## src/rtl/dvp_tx_pkg.sv

```systemverilog
// Shared types and constants for the DVP test-pattern transmitter:
// FSM state encoding, pattern_sel codes and the eight colour-bar values.
package dvp_tx_pkg;

  typedef enum logic [2:0] {
    ST_IDLE   = 3'd0,
    ST_VSYNC  = 3'd1,
    ST_VBACK  = 3'd2,
    ST_ACTIVE = 3'd3,
    ST_VFRONT = 3'd4
  } tx_state_e;

  localparam logic [1:0] PAT_BARS    = 2'd0;
  localparam logic [1:0] PAT_GREY    = 2'd1;
  localparam logic [1:0] PAT_CHECKER = 2'd2;
  localparam logic [1:0] PAT_SOLID   = 2'd3;

  localparam logic [15:0] BAR_WHITE   = 16'hFFFF;
  localparam logic [15:0] BAR_YELLOW  = 16'hFFE0;
  localparam logic [15:0] BAR_CYAN    = 16'h07FF;
  localparam logic [15:0] BAR_GREEN   = 16'h07E0;
  localparam logic [15:0] BAR_MAGENTA = 16'hF81F;
  localparam logic [15:0] BAR_RED     = 16'hF800;
  localparam logic [15:0] BAR_BLUE    = 16'h001F;
  localparam logic [15:0] BAR_BLACK   = 16'h0000;

  // Bar colour by bar index, left to right.
  function automatic logic [15:0] bar_colour(input logic [2:0] idx);
    logic [15:0] c;
    case (idx)
      3'd0:    c = BAR_WHITE;
      3'd1:    c = BAR_YELLOW;
      3'd2:    c = BAR_CYAN;
      3'd3:    c = BAR_GREEN;
      3'd4:    c = BAR_MAGENTA;
      3'd5:    c = BAR_RED;
      3'd6:    c = BAR_BLUE;
      default: c = BAR_BLACK;
    endcase
    return c;
  endfunction

endpackage

```

## src/rtl/dvp_pattern_gen.sv

```systemverilog
// Per-pixel RGB565 generator. Output is registered once, so the parent
// presents the pixel position one clock before it is needed.
module dvp_pattern_gen
  import dvp_tx_pkg::*;
#(
  parameter int H_PIXEL = 480
) (
  input  logic        clk,
  input  logic        rst_n,
  input  logic [10:0] x_i,
  input  logic [10:0] y_i,
  input  logic [1:0]  sel_i,
  input  logic [15:0] solid_i,
  output logic [15:0] rgb565_o
);

  localparam int          BAR_W   = H_PIXEL / 8;
  localparam logic [10:0] BAR_DIV = 11'((BAR_W > 0) ? BAR_W : 1);

  logic [10:0] bar_idx;
  logic [15:0] rgb_d, rgb_q;
  logic        unused_y;

  assign bar_idx  = x_i / BAR_DIV;
  // Only y[4] matters (checker); the rest of the line index is ignored.
  assign unused_y = ^{y_i[10:5], y_i[3:0]};

  // Pattern selection; columns beyond the last full bar stay black.
  always_comb begin
    rgb_d = 16'h0000;
    case (sel_i)
      PAT_BARS:    if ((BAR_W > 0) && (bar_idx < 11'd8)) rgb_d = bar_colour(bar_idx[2:0]);
      PAT_GREY:    rgb_d = {x_i[8:4], x_i[8:3], x_i[8:4]};
      PAT_CHECKER: rgb_d = (x_i[4] ^ y_i[4]) ? 16'hFFFF : 16'h0000;
      default:     rgb_d = solid_i;
    endcase
  end

  // Single pipeline register on the generated pixel.
  always_ff @(posedge clk or negedge rst_n) begin
    if (!rst_n) rgb_q <= 16'h0000;
    else        rgb_q <= rgb_d;
  end

  assign rgb565_o = rgb_q;

endmodule

```

## src/rtl/dvp_pattern_tx.sv

```systemverilog
// DVP camera-interface test-pattern transmitter (RGB565, two bytes/pixel).
// Optional frame counter output enabled by defining DVP_TX_FRAME_CNT_EN.
//
//   state     | meaning
//   ----------+------------------------------------------------------
//   ST_IDLE   | waiting for enable; pattern/solid latched on exit
//   ST_VSYNC  | VS_LINES line times, cam_vsync high
//   ST_VBACK  | VB_LINES line times of vertical back porch
//   ST_ACTIVE | V_PIXEL lines: 2*H_PIXEL href clocks + H_BLANK idle
//   ST_VFRONT | VF_LINES line times; frame_done on the last clock
module dvp_pattern_tx
  import dvp_tx_pkg::*;
#(
  parameter int H_PIXEL  = 480,
  parameter int V_PIXEL  = 272,
  parameter int H_BLANK  = 64,
  parameter int VS_LINES = 2,
  parameter int VB_LINES = 4,
  parameter int VF_LINES = 2
) (
  input  logic        clk,
  input  logic        rst_n,
  input  logic        enable,
  input  logic [1:0]  pattern_sel,
  input  logic [15:0] solid_rgb,
  output logic        cam_vsync,
  output logic        cam_href,
  output logic [7:0]  cam_data,
  output logic        frame_done
`ifdef DVP_TX_FRAME_CNT_EN
  ,
  output logic [15:0] frame_cnt
`endif
);

  localparam int          LINE_T    = 2 * H_PIXEL + H_BLANK;
  localparam logic [11:0] COL_LAST  = 12'(LINE_T - 1);
  localparam logic [11:0] HREF_COLS = 12'(2 * H_PIXEL);
  localparam logic [12:0] LINE_T13  = 13'(LINE_T);
  localparam logic [10:0] VS_LAST   = 11'(VS_LINES - 1);
  localparam logic [10:0] VB_LAST   = 11'(VB_LINES - 1);
  localparam logic [10:0] ACT_LAST  = 11'(V_PIXEL - 1);
  localparam logic [10:0] VF_LAST   = 11'(VF_LINES - 1);

  tx_state_e   state_q, state_d;
  logic [11:0] col_q, col_d;
  logic [10:0] line_q, line_d;
  logic [1:0]  sel_q;
  logic [15:0] solid_q;
  logic        vsync_q, href_q, done_q;
  logic [7:0]  data_q;

  logic        href_d, done_d;
  logic [7:0]  data_d;
  logic [10:0] lines_last;
  logic        line_end, state_end;

  logic [12:0] col_p2;
  logic        wrap_p2;
  logic [11:0] col_ahead;
  logic [10:0] y_ahead;
  logic [15:0] gen_rgb;
  logic        unused_col_lsb;

  // Number of line times the current state lasts (minus one).
  always_comb begin
    lines_last = VS_LAST;
    case (state_q)
      ST_VBACK:  lines_last = VB_LAST;
      ST_ACTIVE: lines_last = ACT_LAST;
      ST_VFRONT: lines_last = VF_LAST;
      default:   lines_last = VS_LAST;
    endcase
  end

  assign line_end  = (col_q == COL_LAST);
  assign state_end = line_end && (line_q == lines_last);

  // Next state and position; column and line counters wrap per line/state.
  always_comb begin
    state_d = state_q;
    col_d   = col_q;
    line_d  = line_q;
    if (state_q == ST_IDLE) begin
      col_d  = '0;
      line_d = '0;
      if (enable) state_d = ST_VSYNC;
    end else if (line_end) begin
      col_d = '0;
      if (state_end) begin
        line_d = '0;
        case (state_q)
          ST_VSYNC:  state_d = ST_VBACK;
          ST_VBACK:  state_d = ST_ACTIVE;
          ST_ACTIVE: state_d = ST_VFRONT;
          default:   state_d = ST_IDLE;
        endcase
      end else begin
        line_d = line_q + 11'd1;
      end
    end else begin
      col_d = col_q + 12'd1;
    end
  end

  // The generator register plus the output register add two clocks, so the
  // generator is fed the position two clocks ahead of the current one.
  assign col_p2         = {1'b0, col_q} + 13'd2;
  assign wrap_p2        = (col_p2 >= LINE_T13);
  assign col_ahead      = wrap_p2 ? 12'(col_p2 - LINE_T13) : col_p2[11:0];
  assign unused_col_lsb = col_ahead[0];

  // Look-ahead line index; outside ACTIVE it points at the first active line.
  always_comb begin
    y_ahead = '0;
    if (state_q == ST_ACTIVE) y_ahead = wrap_p2 ? (line_q + 11'd1) : line_q;
  end

  dvp_pattern_gen #(
    .H_PIXEL (H_PIXEL)
  ) u_gen (
    .clk      (clk),
    .rst_n    (rst_n),
    .x_i      (col_ahead[11:1]),
    .y_i      (y_ahead),
    .sel_i    (sel_q),
    .solid_i  (solid_q),
    .rgb565_o (gen_rgb)
  );

  assign href_d = (state_d == ST_ACTIVE) && (col_d < HREF_COLS);
  assign done_d = (state_d == ST_VFRONT) && (col_d == COL_LAST) && (line_d == VF_LAST);
  assign data_d = !href_d ? 8'h00 : (col_d[0] ? gen_rgb[7:0] : gen_rgb[15:8]);

  // Frame FSM, pattern latch and registered DVP outputs.
  always_ff @(posedge clk or negedge rst_n) begin
    if (!rst_n) begin
      state_q <= ST_IDLE;
      col_q   <= '0;
      line_q  <= '0;
      sel_q   <= '0;
      solid_q <= '0;
      vsync_q <= 1'b0;
      href_q  <= 1'b0;
      data_q  <= 8'h00;
      done_q  <= 1'b0;
    end else begin
      state_q <= state_d;
      col_q   <= col_d;
      line_q  <= line_d;
      if ((state_q == ST_IDLE) && enable) begin
        sel_q   <= pattern_sel;
        solid_q <= solid_rgb;
      end
      vsync_q <= (state_d == ST_VSYNC);
      href_q  <= href_d;
      data_q  <= data_d;
      done_q  <= done_d;
    end
  end

  assign cam_vsync  = vsync_q;
  assign cam_href   = href_q;
  assign cam_data   = data_q;
  assign frame_done = done_q;

`ifdef DVP_TX_FRAME_CNT_EN
  logic [15:0] frame_cnt_q;

  // Completed-frame counter, advances on the same edge as frame_done.
  always_ff @(posedge clk or negedge rst_n) begin
    if (!rst_n)      frame_cnt_q <= 16'h0000;
    else if (done_d) frame_cnt_q <= frame_cnt_q + 16'd1;
  end

  assign frame_cnt = frame_cnt_q;
`endif

endmodule

```

## config.mk

```make
export PLATFORM = sky130hd
export DESIGN_NAME = dvp_pattern_tx
export DESIGN_NICKNAME = d
export VERILOG_FILES = /design/src/rtl/dvp_tx_pkg.sv /design/src/rtl/dvp_pattern_gen.sv /design/src/rtl/dvp_pattern_tx.sv
export SDC_FILE = /design/constraint.sdc
export NUM_CORES = 1
export LEC_CHECK = 0
export CAP_MARGIN = 10
export CORE_UTILIZATION = 55
export DETAILED_ROUTE_END_ITERATION = 8
export GPL_ROUTABILITY_DRIVEN = 1
export PLACE_DENSITY = 0.75
export SKIP_CTS_REPAIR_TIMING = 1
export SYNTH_ARGS = -nofsm -noshare
export SYNTH_HDL_FRONTEND = slang
export SYNTH_SLANG_ARGS = --single-unit
```

## constraint.sdc

```tcl
create_clock -name clk -period 5.4 [get_ports clk]
set_input_delay 1.08 -clock clk [delete_from_list [all_inputs] [get_ports clk]]
set_output_delay 1.08 -clock clk [all_outputs]
set_load 0.005 [all_outputs]
```

; After elaboration in Yosys (flattened, before gate mapping)
; Index checks and enable logic that the tools add are counted.
[word_totals]
register_bits = 71
input_bits = 21
out_inout_bits = 11
[classes]
n_addsub = 4
div = 1
n_lt_le_gt_ge = 3
n_eq_ne = 18
muxes = 20
bitwise_logic = 1
n_reduce_logical = 8
[ops]
columns = operator, n
row1 = $pmux W16 S7, 1
row2 = $pmux W16 S3, 1
row3 = $mux W12, 3
row4 = $mux W11, 3
row5 = $mux W16, 2
row6 = $eq A12 B10 Y1 const B, 2
row7 = $pmux W9 S2, 1
row8 = $mux W8, 2
row9 = $eq A3 B2 Y1 const B, 5
row10 = $add A12 B2 Y13 const B, 1
row11 = $ge A13 B11 Y1 const B, 1
row12 = $add A12 B1 Y12 const B, 1
row13 = $eq A3 B3 Y1 const B, 4
row14 = $lt A12 B10 Y1 const B, 1
row15 = $mux W3, 4
row16 = $sub A12 B11 Y12 const B, 1
row17 = $add A11 B1 Y11 const B, 1
row18 = $div A11 B6 Y11 const B, 1
row19 = $eq A11 B1 Y1 const B, 1
row20 = $eq A11 B9 Y1, 1
row21 = $lt A11 B4 Y1 const B, 1
row22 = $mux W5, 2
row23 = $eq A3 B1 Y1 const B, 3
row24 = $pmux W3 S3, 1
row25 = other kinds (6), 11

; Depth between registers and ports, before layout
[depth]
depth_word = 10
ltp_mapped = 16
mapped_depth_nobuf = 15

; Modules after synthesis
; A second synthesis with hierarchy kept.
[hier_totals]
cells_unflattened = 466
area_unflattened_um2 = 4347.9
[modules_own_cells]
columns = mod, instances, cells_each, area_each_um2, seq_area_each_um2
row1 = dvp_pattern_tx, 1, 349, 3290.7, 1376.3
row2 = dvp_pattern_gen, 1, 117, 1057.3, 400.4

; Worst setup path before layout
; Ideal clock, no wire load.
[synth_timing]
path_kind = flip-flop to flip-flop
start = reg col_q[2]
end = reg u_gen.rgb_q[2] (netlist: u_gen.rgb565_o[2])
setup_ps = 82
arrival_time_ps = 3690
t_required_ps = 5318
setup_slack_ps = 1628
stages_incl_launch_ff = 16
path_buffers = 0
path_cell_list = dfrtp_1 -> ha_1 -> nand2_1 -> nor3_2 -> and3_1 -> xnor2_1 -> ha_1 -> nand2_1 -> nor2_1 -> o21ai_1 -> a31o_1 -> or4_4 -> a31oi_4 -> o41ai_1 -> a211o_1 -> o22ai_1
[synth_between]
elab_chain_len = 8
[synth_lines]
columns = item, line_no
row1 = from (decl), dvp_pattern_tx.sv:46  ; logic [11:0] col_q, col_d;
row2 = from (signal assigned), dvp_pattern_tx.sv:149  ; col_q <= col_d;
row3 = $add A12 B2 Y13 (*), dvp_pattern_tx.sv:108  ; assign col_p2 = {1'b0, col_q} + 13'd2;
row4 = branches (longest 6 deep; another with $sub A12 B11 Y12), --
row5 = $pmux W16 S3 (*), dvp_pattern_gen.sv:31  ; case (sel_i)
row6 = named net u_gen.rgb_d[2], dvp_pattern_gen.sv:21  ; logic [15:0] rgb_d, rgb_q;
row7 = to (signal assigned), dvp_pattern_gen.sv:42  ; else rgb_q <= rgb_d;
row8 = to (decl), dvp_pattern_gen.sv:21
; Mark *: on every way through the listed nets, which the timed path passes.
; A chain may end at the register's enable or synchronous reset.

; Worst setup path after layout
[layout_timing]
start = reg col_q[2]
end = reg u_gen.rgb_q[11] (netlist: u_gen.rgb565_o[11])
; The elaborated chain is that of the path after synthesis.

==> flow_summary.json <==
{
  "post_synth_fa_ha_maj_area_fraction_pct": 1.46,
  "drive_gt1_share_pct": 12.8,
  "maximum_vdd_drop_uv": 229,
  "gr-usage-all-layers_pct": 25.1,
  "first_global_vias": 3541,
  "critPathArrivalTime_ns": 4.72,
  "detail_route.vias_per_cell": 6.30,
  "cp-start-kind": "register",
  "post_synth_inst_count": 458,
  "min-delay-path-class": "register to register",
  "timing.final.setup_violations": 0,
  "num_vias": 3682,
  "postSynth.topFlopCell": "sky130_fd_sc_hd__dfrtp_1",
  "detail_route.wl_per_cell_um": 16.8,
  "num_antenna_cells": 0,
  "power_switching_share_pct": 33.7,
  "synthArstFlopShare_pct": 100,
  "crit_path_end_kind": "register",
  "synth_area_leader_cell": "sky130_fd_sc_hd__dfrtp_1",
  "pin_count": 32,
  "report.final.hold_viol_count": 0,
  "yosysSeqAreaShare_pct": 41.4,
  "max-cap-violations": 0,
  "number_of_clock_sinks": 71,
  "drc": 0,
  "clock_tree_from_tritoncts": "done",
  "finalWirelength_um": 9790,
  "worstHoldPathCells": 2,
  "synth_edf_count": 0,
  "dpl.cell_count": 568,
  "layout-area-overhead-vs-synth_pct": 12.1,
  "grt_overflow_total": 0,
  "drt_first_pass_iters": 5,
  "globalplace.congestion": 0.956,
  "synth-xor-area-share_pct": 6.51,
  "layoutNonFillerInstCount": 584,
  "layout.nets": 506,
  "cts_root_buf": "sky130_fd_sc_hd__clkbuf_8",
  "slew-limit-headroom_pct": 47.0,
  "slew_viol_final": 0,
  "portion_of_total_power_attributed_to_the_clock_network_pct": 26.8,
  "worst_slew_pin_slew_ns": 0.775,
  "core_sq_um": 7410,
  "crit_path_max_fanout": 12,
  "synth_common_cells": "71 x sky130_fd_sc_hd__dfrtp_1, 51 x sky130_fd_sc_hd__nor2_1, 34 x sky130_fd_sc_hd__a21oi_1, 34 x sky130_fd_sc_hd__nand2_1, 25 x sky130_fd_sc_hd__o21ai_0",
  "path_class": "register to register",
  "maximum_count_of_clock_buffers_along_a_single_path": 2,
  "mappedNetlistNets": 484,
  "die-width_um": 90.3,
  "clock-skew-final_ns": 0.00967,
  "post-route-period-util_pct": 83.5,
  "htree_num_levels": 3,
  "run_status": "complete, no violations",
  "synth_top_family_by_area": "simple AND/OR/NAND/NOR gates",
  "synth.top_cell.area_share_pct": 41.4,
  "hold-worst-slack_ns": 0.505,
  "pwr-share-comb_pct": 24.6,
  "netlist_area_sq_um": 4290,
  "power.leakage_nw": 1.99,
  "cts_inserted_buffers": 9,
  "detailed_place_hpwl_um": 7350,
  "slack_of_the_worst_reg_to_reg_path_ns": 0.89,
  "ys_warn_count": 0,
  "global_route_wire_length_before_repair_um": 16400,
  "fp.dieH_um": 90.3,
  "ys_ff_latch": 71,
  "pwr_density_cell_nw_per_um2": 327,
  "core.rowCount": 31,
  "holdPathEnd": "cam_data[4]$_DFF_PN0_",
  "muxShareOfSynthArea_pct": 5.16,
  "postRouteAntennaNets": 0,
  "post_synth_and_or_nand_nor_area_fraction_pct": 22.1,
  "syn-mean-instance-area_sq_um": 9.36,
  "setup_slack_ns": 0.889,
  "final_period_minus_worst_setup_slack_ns": 4.51,
  "worst_r2r_startpoint": "col_q[2]$_DFF_PN0_",
  "r2r_end": "u_gen.rgb565_o[11]$_DFF_PN0_",
  "grt_start_max_net_pins": 54,
  "fin_util_pct": 64.9,
  "crit_required_ns": 5.61,
  "timing.reg2reg.worst_path_depth": 15,
  "synth_cell_types": 72,
  "port_buffers": 31,
  "fmax_ghz": 0.222,
  "filler_cell_count": 605,
  "clock_latency_ns": 0.34,
  "initial_antenna_violation_count": 0,
  "rsz_0062_raised_after_global_routing": "false",
  "floorplan.initialDensity_pct": 57.9,
  "most_common_cell_in_the_netlist": "sky130_fd_sc_hd__dfrtp_1",
  "totalNegativeSetupSlack_ns": 0,
  "path_clk_slew_ns": 0.08,
  "initial_detailed_routing_violation_count": 213,
  "synthTopCellsByArea": "sky130_fd_sc_hd__dfrtp_1 41%, sky130_fd_sc_hd__nor2_1 4.5%, sky130_fd_sc_hd__mux2_2 4.5%",
  "seq_power_share_pct": 48.6,
  "p_int_mw": 1.04,
  "timing.hold.worst.start": "u_gen.rgb565_o[4]$_DFF_PN0_",
  "dieArea_sq_um": 8150,
  "preCtsSetupSlack_ns": 0.979,
  "net-switching-power_mw": 0.530,
  "synth_compound_gate_area_share_pct": 19.6
}
critical path, cell delays in order (launching register included):
cell and delay, ns:
sky130_fd_sc_hd__dfrtp_1 0.49, sky130_fd_sc_hd__ha_1 0.34, sky130_fd_sc_hd__nand2_1 0.22, sky130_fd_sc_hd__nor3_2 0.34, sky130_fd_sc_hd__and3_1 0.27, sky130_fd_sc_hd__xnor2_1 0.14
sky130_fd_sc_hd__ha_1 0.18, sky130_fd_sc_hd__nand3b_1 0.10, sky130_fd_sc_hd__nor4_2 0.31, sky130_fd_sc_hd__a41oi_1 0.27, sky130_fd_sc_hd__a22o_1 0.27, sky130_fd_sc_hd__a21o_1 0.33
sky130_fd_sc_hd__a31oi_2 0.38, sky130_fd_sc_hd__o21ai_1 0.16, sky130_fd_sc_hd__a2111oi_0 0.49, sky130_fd_sc_hd__nor2_1 0.10
metal layers:
metal	GRT usage [%]	share of wire (%)
met5	0	0
met4	13.2	3.5
met3	3.70	5.0
met2	41.0	48
met1	32.5	43
power by group through the flow:
| stage | clock network, mW | registers [mW] | logic, mW |
|---|---|---|---|
| floorplan | 0 | 0.719 | 0.322 |
| global placement | 0 | 0.766 | 0.376 |
| detailed placement | 0 | 0.773 | 0.383 |
| CTS | 0.429 | 0.762 | 0.386 |
| global route | 0.448 | 0.783 | 0.434 |
| finish | 0.421 | 0.765 | 0.388 |
layout by cell type, fill, tap and decap left out, drive strengths merged, types with 12 or more instances in the layout:
master and count:
dfrtp 71, nor2 51, a21oi 35, nand2 34
o21ai 31, clkdlybuf4s50 30, mux2 17, xnor2 17
nand3 17, nor3 16, xor2 14, inv 12
final cells by class:
cell class | count | area [sq um] | share of cell area (%)
multi-input combinational | 355 | 2350 | 48.9
sequential | 71 | 1780 | 37.0
timing repair buffer | 33 | 320 | 6.66
clock buffer | 10 | 128 | 2.65
tap | 99 | 124 | 2.58
clock inverter | 6 | 68.8 | 1.43
inverter | 10 | 37.5 | 0.781
how the worst max path moves through the flow:
| stage | from | to | slack [ns] |
|---|---|---|---|
| floorplan | col_q[2]$_DFF_PN0_ | u_gen.rgb565_o[2]$_DFF_PN0_ | 1.63 |
| global placement | col_q[2]$_DFF_PN0_ | u_gen.rgb565_o[11]$_DFF_PN0_ | 1.15 |
| detailed placement | col_q[2]$_DFF_PN0_ | u_gen.rgb565_o[11]$_DFF_PN0_ | 0.98 |
| CTS | col_q[2]$_DFF_PN0_ | u_gen.rgb565_o[11]$_DFF_PN0_ | 0.96 |
| global route | col_q[2]$_DFF_PN0_ | u_gen.rgb565_o[14]$_DFF_PN0_ | 0.54 |
| finish | col_q[2]$_DFF_PN0_ | u_gen.rgb565_o[11]$_DFF_PN0_ | 0.89 |
registers in the layout (all words and copies together) (netlist names):
| register | flops |
|---|---|
| state_q | 3 |
| cam_data | 8 |
| cam_href | 1 |
| sel_q | 2 |
| cam_vsync | 1 |
| frame_done | 1 |
| u_gen.rgb565_o | 16 |
| col_q | 12 |
| line_q | 11 |
| solid_q | 16 |
through the flow:
step / cell area (sq um) / power [mW]
floorplan: 4290 / 1.04
global placement: 4610 / 1.14
detailed placement: 4610 / 1.16
CTS: 4810 / 1.58
global route: 4810 / 1.67
finish: 4810 / 1.57
cell families (layout without fill, tap and decap cells):
kind of cell,count (synthesis),count (layout)
and+or+nand+nor,171,171
DFF,71,71
buffers and inverters,32,59
adders and majority gates,5,5
AOI/OAI and AO/OA,128,128
xor gates and xnor gates,31,31
muxes,20,20
Power figures use the tool's default switching activity.
